### src/rtl/cache_arbiter_pkg.sv
// ---------------------------------------------------------------------------
// cache_arbiter_pkg
// Purpose : shared types and sizes for the L1I/L1D -> L2 cache arbiter.
// Contents: arb_state_t (arbiter FSM states), src_t (request source),
//           ADDR_W / LINE_W / OFFSET_W sizes, lineAddr() helper that
//           clears the byte-offset bits of an address.
// Optional: CACHE_ARBITER_ROUND_ROBIN_EN (consumed by cache_arbiter_grant).
// ---------------------------------------------------------------------------
package cache_arbiter_pkg;

  localparam int unsigned ADDR_W   = 32;
  localparam int unsigned LINE_W   = 256;
  localparam int unsigned OFFSET_W = 5;

  localparam logic [ADDR_W-1:0] OFFSET_MASK = ADDR_W'((64'd1 << OFFSET_W) - 64'd1);

  typedef enum logic [1:0] {
    IDLE    = 2'd0,
    SERVE_I = 2'd1,
    SERVE_D = 2'd2,
    DONE    = 2'd3
  } arb_state_t;

  typedef enum logic {
    SRC_I = 1'b0,
    SRC_D = 1'b1
  } src_t;

  // L2 only ever sees whole-line addresses.
  function automatic logic [ADDR_W-1:0] lineAddr(input logic [ADDR_W-1:0] addr);
    return addr & ~OFFSET_MASK;
  endfunction

endpackage

### src/rtl/cache_arbiter_grant.sv
// ---------------------------------------------------------------------------
// cache_arbiter_grant
// Purpose : picks which L1 source wins the next L2 transaction.
// Ports   : reqI_i    - L1I has a pending read
//           reqD_i    - L1D has a pending read and/or write
//           valid_o   - at least one source is pending
//           winner_o  - selected source (meaningful only when valid_o)
//           clk_i, rst_ni, grantEn_i - only present with
//           CACHE_ARBITER_ROUND_ROBIN_EN; grantEn_i marks the cycle in
//           which the arbiter actually takes the grant.
// Macro   : CACHE_ARBITER_ROUND_ROBIN_EN - alternate between sources when
//           both are pending; otherwise L1D always beats L1I.
// ---------------------------------------------------------------------------
module cache_arbiter_grant
  import cache_arbiter_pkg::*;
(
`ifdef CACHE_ARBITER_ROUND_ROBIN_EN
  input  logic clk_i,
  input  logic rst_ni,
  input  logic grantEn_i,
`endif
  input  logic reqI_i,
  input  logic reqD_i,
  output logic valid_o,
  output src_t winner_o
);

  assign valid_o = reqI_i | reqD_i;

`ifdef CACHE_ARBITER_ROUND_ROBIN_EN

  src_t lastGrant_q, lastGrant_d;

  // On a tie the source that did not win last time goes first; a lone
  // requester always wins.
  always_comb begin
    winner_o = SRC_D;
    if (reqI_i && reqD_i) begin
      winner_o = (lastGrant_q == SRC_I) ? SRC_D : SRC_I;
    end else if (reqI_i) begin
      winner_o = SRC_I;
    end
  end

  // History only moves when a grant is really taken, not on every cycle
  // in which requests happen to be visible.
  always_comb begin
    lastGrant_d = lastGrant_q;
    if (grantEn_i && valid_o) begin
      lastGrant_d = winner_o;
    end
  end

  // Starting from "I" means the first tie goes to L1D.
  always_ff @(posedge clk_i or negedge rst_ni) begin
    if (!rst_ni) begin
      lastGrant_q <= SRC_I;
    end else begin
      lastGrant_q <= lastGrant_d;
    end
  end

`else

  // Fixed priority: L1D wins whenever it is pending.
  always_comb begin
    winner_o = SRC_D;
    if (reqI_i && !reqD_i) begin
      winner_o = SRC_I;
    end
  end

`endif

endmodule

### src/rtl/cache_arbiter.sv
// ---------------------------------------------------------------------------
// cache_arbiter
// Purpose : serialises L1I line reads and L1D line reads/writebacks onto a
//           single L2 port, one outstanding L2 transaction at a time, and
//           returns the line with a one-cycle resp pulse.
// Ports   : clk, rst_n (async, active low)
//           l1i_arbi_*  - L1I request (address, read) / response (rdata, resp)
//           l1d_arbi_*  - L1D request (address, read, write, wdata) /
//                         response (rdata, resp)
//           arbi_l2_*   - registered L2 request (address, read, write, wdata)
//           l2_arbi_*   - L2 response (rdata, resp)
// Macro   : CACHE_ARBITER_ROUND_ROBIN_EN - round-robin tie break between
//           L1I and L1D instead of fixed L1D priority.
// ---------------------------------------------------------------------------
module cache_arbiter
  import cache_arbiter_pkg::*;
(
  input  logic              clk,
  input  logic              rst_n,
  input  logic [ADDR_W-1:0] l1i_arbi_address,
  input  logic              l1i_arbi_read,
  output logic [LINE_W-1:0] l1i_arbi_rdata,
  output logic              l1i_arbi_resp,
  input  logic [ADDR_W-1:0] l1d_arbi_address,
  input  logic              l1d_arbi_read,
  input  logic              l1d_arbi_write,
  input  logic [LINE_W-1:0] l1d_arbi_wdata,
  output logic [LINE_W-1:0] l1d_arbi_rdata,
  output logic              l1d_arbi_resp,
  output logic [ADDR_W-1:0] arbi_l2_address,
  output logic              arbi_l2_read,
  output logic              arbi_l2_write,
  output logic [LINE_W-1:0] arbi_l2_wdata,
  input  logic [LINE_W-1:0] l2_arbi_rdata,
  input  logic              l2_arbi_resp
);

  arb_state_t        state_q, state_d;
  logic [ADDR_W-1:0] l2Addr_q, l2Addr_d;
  logic              l2Read_q, l2Read_d;
  logic              l2Write_q, l2Write_d;
  logic [LINE_W-1:0] l2Wdata_q, l2Wdata_d;
  logic              l1iResp_q, l1iResp_d;
  logic              l1dResp_q, l1dResp_d;
  logic [LINE_W-1:0] l1iRdata_q, l1iRdata_d;
  logic [LINE_W-1:0] l1dRdata_q, l1dRdata_d;

  logic grantValid;
  src_t grantSrc;

`ifdef CACHE_ARBITER_ROUND_ROBIN_EN
  logic grantEn;
  assign grantEn = (state_q == IDLE);
`endif

  cache_arbiter_grant u_grant (
`ifdef CACHE_ARBITER_ROUND_ROBIN_EN
    .clk_i     (clk),
    .rst_ni    (rst_n),
    .grantEn_i (grantEn),
`endif
    .reqI_i    (l1i_arbi_read),
    .reqD_i    (l1d_arbi_read | l1d_arbi_write),
    .valid_o   (grantValid),
    .winner_o  (grantSrc)
  );

  // FSM next state plus the L2 request / L1 response datapath.
  // The L2 request is captured at grant and held untouched until L2
  // answers, so L1 inputs moving mid-transaction cannot leak through.
  // A pending L1D write beats a pending L1D read; the read simply stays
  // pending and is picked up on a later arbitration.
  // DONE grants nothing, giving the requester one cycle to drop its
  // request so it is not serviced a second time.
  always_comb begin
    state_d    = state_q;
    l2Addr_d   = l2Addr_q;
    l2Read_d   = l2Read_q;
    l2Write_d  = l2Write_q;
    l2Wdata_d  = l2Wdata_q;
    l1iResp_d  = 1'b0;
    l1dResp_d  = 1'b0;
    l1iRdata_d = l1iRdata_q;
    l1dRdata_d = l1dRdata_q;

    unique case (state_q)
      IDLE: begin
        if (grantValid) begin
          if (grantSrc == SRC_D) begin
            state_d   = SERVE_D;
            l2Addr_d  = lineAddr(l1d_arbi_address);
            l2Write_d = l1d_arbi_write;
            l2Read_d  = ~l1d_arbi_write;
            l2Wdata_d = l1d_arbi_wdata;
          end else begin
            state_d   = SERVE_I;
            l2Addr_d  = lineAddr(l1i_arbi_address);
            l2Write_d = 1'b0;
            l2Read_d  = 1'b1;
            l2Wdata_d = '0;
          end
        end
      end

      SERVE_I: begin
        if (l2_arbi_resp) begin
          state_d    = DONE;
          l2Addr_d   = '0;
          l2Read_d   = 1'b0;
          l2Write_d  = 1'b0;
          l2Wdata_d  = '0;
          l1iResp_d  = 1'b1;
          l1iRdata_d = l2_arbi_rdata;
        end
      end

      SERVE_D: begin
        if (l2_arbi_resp) begin
          state_d   = DONE;
          l2Addr_d  = '0;
          l2Read_d  = 1'b0;
          l2Write_d = 1'b0;
          l2Wdata_d = '0;
          l1dResp_d = 1'b1;
          if (l2Read_q) begin
            l1dRdata_d = l2_arbi_rdata;
          end
        end
      end

      DONE: begin
        state_d = IDLE;
      end

      default: begin
        state_d = IDLE;
      end
    endcase
  end

  // Reset drops any in-flight L2 request on the floor; no L1 resp follows.
  always_ff @(posedge clk or negedge rst_n) begin
    if (!rst_n) begin
      state_q    <= IDLE;
      l2Addr_q   <= '0;
      l2Read_q   <= 1'b0;
      l2Write_q  <= 1'b0;
      l2Wdata_q  <= '0;
      l1iResp_q  <= 1'b0;
      l1dResp_q  <= 1'b0;
      l1iRdata_q <= '0;
      l1dRdata_q <= '0;
    end else begin
      state_q    <= state_d;
      l2Addr_q   <= l2Addr_d;
      l2Read_q   <= l2Read_d;
      l2Write_q  <= l2Write_d;
      l2Wdata_q  <= l2Wdata_d;
      l1iResp_q  <= l1iResp_d;
      l1dResp_q  <= l1dResp_d;
      l1iRdata_q <= l1iRdata_d;
      l1dRdata_q <= l1dRdata_d;
    end
  end

  assign arbi_l2_address = l2Addr_q;
  assign arbi_l2_read    = l2Read_q;
  assign arbi_l2_write   = l2Write_q;
  assign arbi_l2_wdata   = l2Wdata_q;
  assign l1i_arbi_resp   = l1iResp_q;
  assign l1i_arbi_rdata  = l1iRdata_q;
  assign l1d_arbi_resp   = l1dResp_q;
  assign l1d_arbi_rdata  = l1dRdata_q;

endmodule

### config.mk
export PLATFORM = sky130hd
export DESIGN_NAME = cache_arbiter
export DESIGN_NICKNAME = d
export VERILOG_FILES = /design/src/rtl/cache_arbiter_pkg.sv /design/src/rtl/cache_arbiter_grant.sv /design/src/rtl/cache_arbiter.sv
export SDC_FILE = /design/constraint.sdc
export NUM_CORES = 1
export LEC_CHECK = 0
export ABC_AREA = 1
export BUFFER_PORTS_ARGS = -buffer_cell sky130_fd_sc_hd__buf_2
export CORE_AREA = 10 10 532 534
export DETAILED_ROUTE_END_ITERATION = 10
export DIE_AREA = 0 0 542 544
export GPL_TIMING_DRIVEN = 0
export PLACE_DENSITY_LB_ADDON = 0.25
export SETUP_SLACK_MARGIN = 0.2
export SLEW_MARGIN = 25
export SYNTH_ARGS = -nofsm -noshare
export SYNTH_HDL_FRONTEND = slang
export SYNTH_SLANG_ARGS = --single-unit
### constraint.sdc
create_clock -name clk -period 1.8 [get_ports clk]
set_input_delay 0.18 -clock clk [delete_from_list [all_inputs] [get_ports clk]]
set_output_delay 0.18 -clock clk [all_outputs]
set_load 0.005 [all_outputs]
==> results.yml, run 1 <==
die:
  die_y_um: 544
  die_w_um: 542
  start_util_pct: 11.56
  design.core.area_um2: 272400
  die_area_um2: 294800
  ioPinCount: 1386
  placementRows: 192
synthesis:
  async_reset_ff_share_pct: 100.0
  synth_top_family_by_area: "simple AND/OR/NAND/NOR gates"
  synth_area_um2: 31500
  synth_top_area_cell: "dfrtp_1"
  synth-xor-area-share_pct: 0
  synth_simple_gate_area_share_pct: 14.68
  avgSynthCellArea_um2: 9.644
  synthMuxAreaShare_pct: 0
  ys_seq_area_share_pct: 63.64
  synth_cell_types: 22
  synth_adder_area_share_pct: 0.1986
  ys_top_cells_by_area: "dfrtp_1 (64%), nand2_1 (14%), o21ai_0 (8.6%)"
  synthCells: 3266
  yosys_warnings: 0
  synth_top_cell_area_share_pct: 63.64
  ys_ff_latch: 801
  synthFlopType: "dfrtp_1"
  synth-edff-count: 0
  synth_compound_gate_area_share_pct: 14.65
power:
  ir_worst_vdd_mv: 0.8624
  p_total_uw: 88320
  sw_frac_of_total_pct: 39.96
  internal-power_uw: 53030
  p_per_area_nw_per_um2: 1639
  leakagePower_uw: 0.02801
  seqPwrFrac_pct: 34.6
  comb_power_share_pct: 40.7
  clkPwrFrac_pct: 24.8
  switching_power_uw: 35300
sta:
  finalCritPeriodShare_pct: 104.6
  tightest_slew_ns: 0.8595
  fin_skew_ns: 0.02317
  finalSetupTns_ns: -3.926
  hold_ws_ns: -0.1018
  max_slew_margin_pct: 42.70
  fmax_mhz: 531.0
  fin_crit_ns: 1.883
  drv_slew: 0
  layout_setup_ws_ns: -0.08337
  rsz0062_at_grt: "yes"
  finalHoldViolCount: 159
  finalSetupViolCount: 107
detailed_routing:
  wl_per_cell_um: 22.95
  via_count: 31880
  drt-total-wl_um: 207900
  ant_nets: 0
  drt_iter0_drc: 1919
  drc: 0
  dr.pass1.iters: 5
  post_drt_via_cell_ratio: 3.519
cts:
  cts_tree: "built"
  numCtsBuffers: 108
  htreeDepth: 3
  clkTransAtPathRegs_ns: 0.06
  clock_sinks: 801
  clkLatencyLatePin_ns: 0.81
  root_buffer: "clkbuf_16"
  clockBufferDepth: 4
final_layout:
  multi_input_area_um2: 9392
  seq_area_um2: 20050
  final_util_pct: 19.78
  area_delta_synth_final_pct: 71.12
  fillers: 30470
  final_area_um2: 53900
  drive_gt1_share_pct: 36.85
  nets: 5951
worst_setup_path:
  cp.required_ns: 2.53
  crit_fanout: 6
  r2r_setup_slack_ns: -0.08
  start_kind: "register"
  r2r-end: "arbi_l2_wdata[194]"
  r2r-start: "state_q[1]"
  crit_type: "register to register"
  end_kind: "register"
  arrival_ns: 2.61
  r2r_cells: 9
global_route:
  antenna_found_initial: 43
  grt_pass1_vias: 34380
  grt_pass1_wl_um: 282000
  grt_max_degree: 121
  grt_use_total_pct: 13.28
  overflow: 0
flow_run:
  max-cap-violations: 0
min_path:
  hold_path.class: "input pin to asynchronous set/reset pin"
status:
  status: "complete, but fails checks"
  violations: "negative hold slack, negative setup slack"
placement:
  gp_routability_congestion: 0.9295
  port_buffers: 1370
  placed_cell_area_um2: 43130
  hpwl_um: 167600
-- power groups by stage --
stage                     registers [uW]  logic, uW  clock network (uW)
after global placement             30500      32800                   0
final                              30500      35900               21900
after CTS                          30500      36200               22600
after detailed placement           30700      32900                   0
after floorplan                    30700      12100                   0
after global routing               31400      39500               23300
-- through the flow --
| step | instances | setup WS [ns] |
|---|---|---|
| 2_1_floorplan | 3270 | 0.2008 |
| 3_3_place_gp | 8229 | -18.49 |
| 3_5_place_dp | 8238 | -1.420 |
| 4_1_cts | 9017 | -0.1348 |
| 5_1_grt | 9044 | -0.1759 |
| 6_report | 9059 | -0.08337 |
-- state kept, by name, summed over array words and instances (netlist names) --
signal           cells
arbi_l2_address     27
l1d_arbi_rdata     256
arbi_l2_wdata      256
l1d_arbi_resp        1
l1i_arbi_resp        1
l1i_arbi_rdata     256
state_q              2
arbi_l2_write        1
arbi_l2_read         1
-- worst max-delay path, stage by stage, from the launching register on --
cell and delay, ns:
dfrtp_1 0.41, inv_2 0.11, ha_4 0.21, or2_4 0.23, nand3_4 0.13, buf_12 0.16, buf_16 0.20, buf_12 0.18
nand2_2 0.06, o21ai_2 0.05
-- cell usage in the layout, fill, tap and decap left out, drive strengths merged, types with 2 or more instances in the layout --
cell type	n
nand2	1172
clkinv	18
dlygate4sd3	576
buf	1541
inv	267
nand3	32
clkinvlp	5
conb	5
diode	23
clkbuf	244
ha	5
dfrtp	801
o21ai	771
bufinv	5
nor2	2
-- worst max-delay path by stage --
stage                                     end       start  cells past startpoint  slack (ns)
after floorplan            arbi_l2_wdata[100]  state_q[0]                      8        0.20
after global placement    l1d_arbi_rdata[156]       rst_n                      1      -18.49
after detailed placement   l1i_arbi_rdata[32]  state_q[1]                      6       -1.42
after CTS                  arbi_l2_wdata[199]  state_q[1]                      9       -0.13
after global routing       l1i_arbi_rdata[72]  state_q[1]                      8       -0.18
final                      arbi_l2_wdata[194]  state_q[1]                      9       -0.08
-- synth_stat cells (2+ instances only) --
library cell  instances
nand2_1            1169
dfrtp_1             801
o21ai_0             541
inv_1               262
o21ai_2             200
clkbuf_1             86
buf_2                84
o21ai_1              30
nand3_1              29
buf_6                26
buf_4                13
buf_1                 6
ha_1                  5
nand2_2               3
nand3_2               3
inv_2                 2
-- layer usage --
| metal | wire (um) | vias up | GRT usage [%] |
|---|---|---|---|
| met5 | 165 | - | 0 |
| met4 | 5845 | 26 | 3.566 |
| met3 | 17790 | 260 | 4.610 |
| met2 | 101600 | 1377 | 23.10 |
| met1 | 82560 | 15650 | 15.51 |
| li1 | - | 14570 | - |
-- final cells by class --
type / count / area share, %
tap: 3589 / 8.332
antenna: 23 / 0.1068
timing repair buffer: 1984 / 24.89
buffer: 215 / 3.605
inverter: 264 / 1.843
clock inverter: 31 / 0.6941
sequential: 801 / 37.19
multi-input combinational: 1990 / 17.43
clock buffer: 162 / 5.910
-- cells by family after synthesis --
kind of cell	count (synthesis)
DFF	801
other	1
buffers and inverters	479
and+or+nand+nor	1208
AOI/OAI and AO/OA	772
adders and majority gates	5
-- what timing repair did --
action                     in CTS  in global routing
buffers inserted                9                  5
pin swaps                       5                  1
setup endpoints to repair    1446               1393
resized for setup             229                137
hold buffers                  574                  9
hold endpoints to repair     1046                246
cloned                          3                  5
No activity file was read; power rests on OpenSTA's default activity.
==> run 2, diff against run 1 <==
- ABC_AREA: 1 -> not set
- CORE_AREA: 10 10 532 534 -> 10 10 526 528
- DIE_AREA: 0 0 542 544 -> 0 0 536 538
- SYNTH_HIERARCHICAL: not set -> 1
==> run 2 against run 1 <==
The flow still finishes with violations (negative hold slack, negative setup slack). Via count shrank 15%. Highest routed layer unchanged. First-iteration DRC count fell by 39%. Register-to-register slack got worse by 0.08 ns.
==> results.yml, run 2 <==
status:
  status: "complete, but fails checks"
  violations: "negative hold slack, negative setup slack"
final_layout:
  final_common_cell: "buf_2"
  fillers: 29160
  final_cell_count_no_fill: 8136
  drive_gt1_share_pct: 50.28
  layout_common_cells: "buf_2 (1379), dfrtp_1 (801), dlygate4sd3_1 (568)"
  area_delta_synth_final_pct: 70.47
  nets: 5015
global_route:
  gr-usage-met3_pct: 5.953
  grtUsageMet1_pct: 16.81
  grt_use_met2_pct: 22.28
  antenna_found_initial: 162
  grt_max_degree: 120
  grt_pass1_vias: 28830
  grt_use_total_pct: 13.78
  grt-busiest-layer: "met2"
  grt_pass1_wl_um: 272600
  overflow: 0
sta:
  drv_slew: 0
  tightest_slew_ns: 0.7256
  hold_ws_ns: -0.6947
  rsz0062_at_grt: "yes"
  layout_setup_ws_ns: -0.1597
  max_slew_margin_pct: 51.63
  fin_crit_ns: 1.960
  fin_skew_ns: 0.08604
  finalHoldViolCount: 383
  fmax_mhz: 510.3
  finalSetupViolCount: 539
  finalCritPeriodShare_pct: 108.9
cts:
  root_buffer: "clkbuf_16"
  clkLatencyLatePin_ns: 0.75
  clock_sinks: 801
  clockBufferDepth: 3
  htreeDepth: 3
  clkTransAtPathRegs_ns: 0.06
  cts_tree: "built"
  numCtsBuffers: 99
  cts_hold_buf: 568
min_path:
  hold_path.class: "input pin to asynchronous set/reset pin"
synthesis:
  yosys_warnings: 6
  ys_top_cells_by_area: "dfrtp_1 (62%), mux2_2 (17%), mux2i_1 (8.7%)"
  synth_most_common_cell: "dfrtp_1"
  synthCells: 2320
  async_reset_ff_share_pct: 100.0
  synth_top_area_cell: "dfrtp_1"
  synth_area_um2: 32590
  avgSynthCellArea_um2: 14.05
  synth-edff-count: 0
  synthTopCellsByCount: "dfrtp_1 (801), mux2_2 (499), mux2i_1 (284)"
  ys_seq_area_share_pct: 61.50
  synth_top_cell_area_share_pct: 61.50
  synthFlopType: "dfrtp_1"
  synth_cell_types: 28
  ys_ff_latch: 801
detailed_routing:
  post_drt_via_cell_ratio: 3.330
  dr.pass1.iters: 7
  drt-total-wl_um: 211600
  ant_nets: 0
  drc: 0
  wl_per_cell_um: 26.01
  drt_iter0_drc: 1162
  via_count: 27100
worst_setup_path:
  slowest_delay_ns: 0.40
  crit_type: "register to register"
  end_kind: "register"
  r2r_setup_slack_ns: -0.16
  cp_common_cell: "clkbuf_16"
  crit_fanout: 8
  cp.required_ns: 2.46
  worstPathCellList: "inv_2, ha_4, nor2b_4, a211oi_2, buf_6, buf_12, clkbuf_16, clkbuf_16, mux2i_1"
  start_kind: "register"
  cp_slowest_cell: "dfrtp_1"
  arrival_ns: 2.62
die:
  design.core.area_um2: 266500
  ioPinCount: 1386
  start_util_pct: 12.23
  die_y_um: 538
  die_area_um2: 288400
  die_w_um: 536
  placementRows: 190
placement:
  hpwl_um: 175300
  port_buffers: 1370
  place_inst: 7255
  gp_routability_congestion: 0.8507
power:
  leakagePower_uw: 0.02713
  p_per_area_nw_per_um2: 1837
  ir_worst_vdd_mv: 0.9874
flow_run:
  max-cap-violations: 0
run 2: cell families after synthesis:
| family | after synthesis | share of synthesized area (%) |
|---|---|---|
| buffers and inverters | 390 | 6.895 |
| and+or+nand+nor | 293 | 3.463 |
| AOI/OAI and AO/OA | 8 | 0.1920 |
| other | 1 | 0.01151 |
| adders and majority gates | 3 | 0.1152 |
| DFF | 801 | 61.50 |
| muxes | 824 | 27.82 |
run 2: layer usage:
layer  vias to the layer above  routed length [um]
li1                      11970                   -
met1                     13490               86760
met2                      1298               96940
met3                       288               22340
met4                        48                5293
met5                         -                 310
run 2: critical path: cells and delay by family (launching register included):
family	cells	cell delay (ns)
AO/OA/AOI/OAI	1	0.17
adder cells (fa/ha/maj)	1	0.22
buffers and inverters	5	0.81
flip-flops	1	0.40
multiplexers	1	0.21
AND/OR/NAND/NOR	1	0.13
run 2: worst paths after layout:
| path | startpoint | end | cells past startpoint |
|---|---|---|---|
| max | state_q[1] | arbi_l2_wdata[27] | 9 |
| min | rst_n | l1d_arbi_rdata[154] | 1 |
| max reg2reg | state_q[1] | arbi_l2_wdata[27] | 9 |
| min reg2reg | l1i_arbi_rdata[218] | l1i_arbi_rdata[218] | 1 |
| max in group asynchronous | rst_n | arbi_l2_wdata[75] | 4 |
| min in group clk | l1i_arbi_address[21] | arbi_l2_address[21] | 4 |
run 2: cell type report:
cell class / instances / area (um^2) / share of cell area, %
flip-flops and latches: 801 / 20040 / 36.08
repair buffers: 2005 / 14000 / 25.20
multi-input cells: 1133 / 10580 / 19.04
well taps: 3552 / 4444 / 7.999
clock buffers: 140 / 2823 / 5.081
plain buffers: 130 / 1904 / 3.428
inverters: 260 / 975.9 / 1.757
clock inverters: 36 / 589.3 / 1.061
diodes: 79 / 197.7 / 0.3558
run 2: what timing repair did:
action	CTS	global route
gates cloned	9	24
pin swaps	1	0
gates resized for setup	160	40
setup endpoints to repair	829	813
endpoints found under the hold margin	1182	383
buffers inserted	17	8
run 2: stage by stage:
stage	utilization [%]	cell area [um^2]	TNS (ns)	worst slack (ns)	total power [uW]
after global placement	16.54	44070	-	-18.65	75560
after detailed placement	16.63	44330	-428.51	-0.8743	76250
after floorplan	-	32770	0	0.1005	53700
after global routing	20.80	55440	-96.68	-0.2296	108400
after CTS	20.46	54540	-46.67	-0.1401	102200
final	20.85	55560	-33.19	-0.1597	102100
run 2: report_power, final:
| part | switching [uW] | internal [uW] | total, uW |
|---|---|---|---|
| logic | 25100 | 24700 | 49800 |
| clock network | 8880 | 12400 | 21300 |
| registers | 4400 | 26500 | 30900 |
| total | 38400 | 63700 | 102000 |
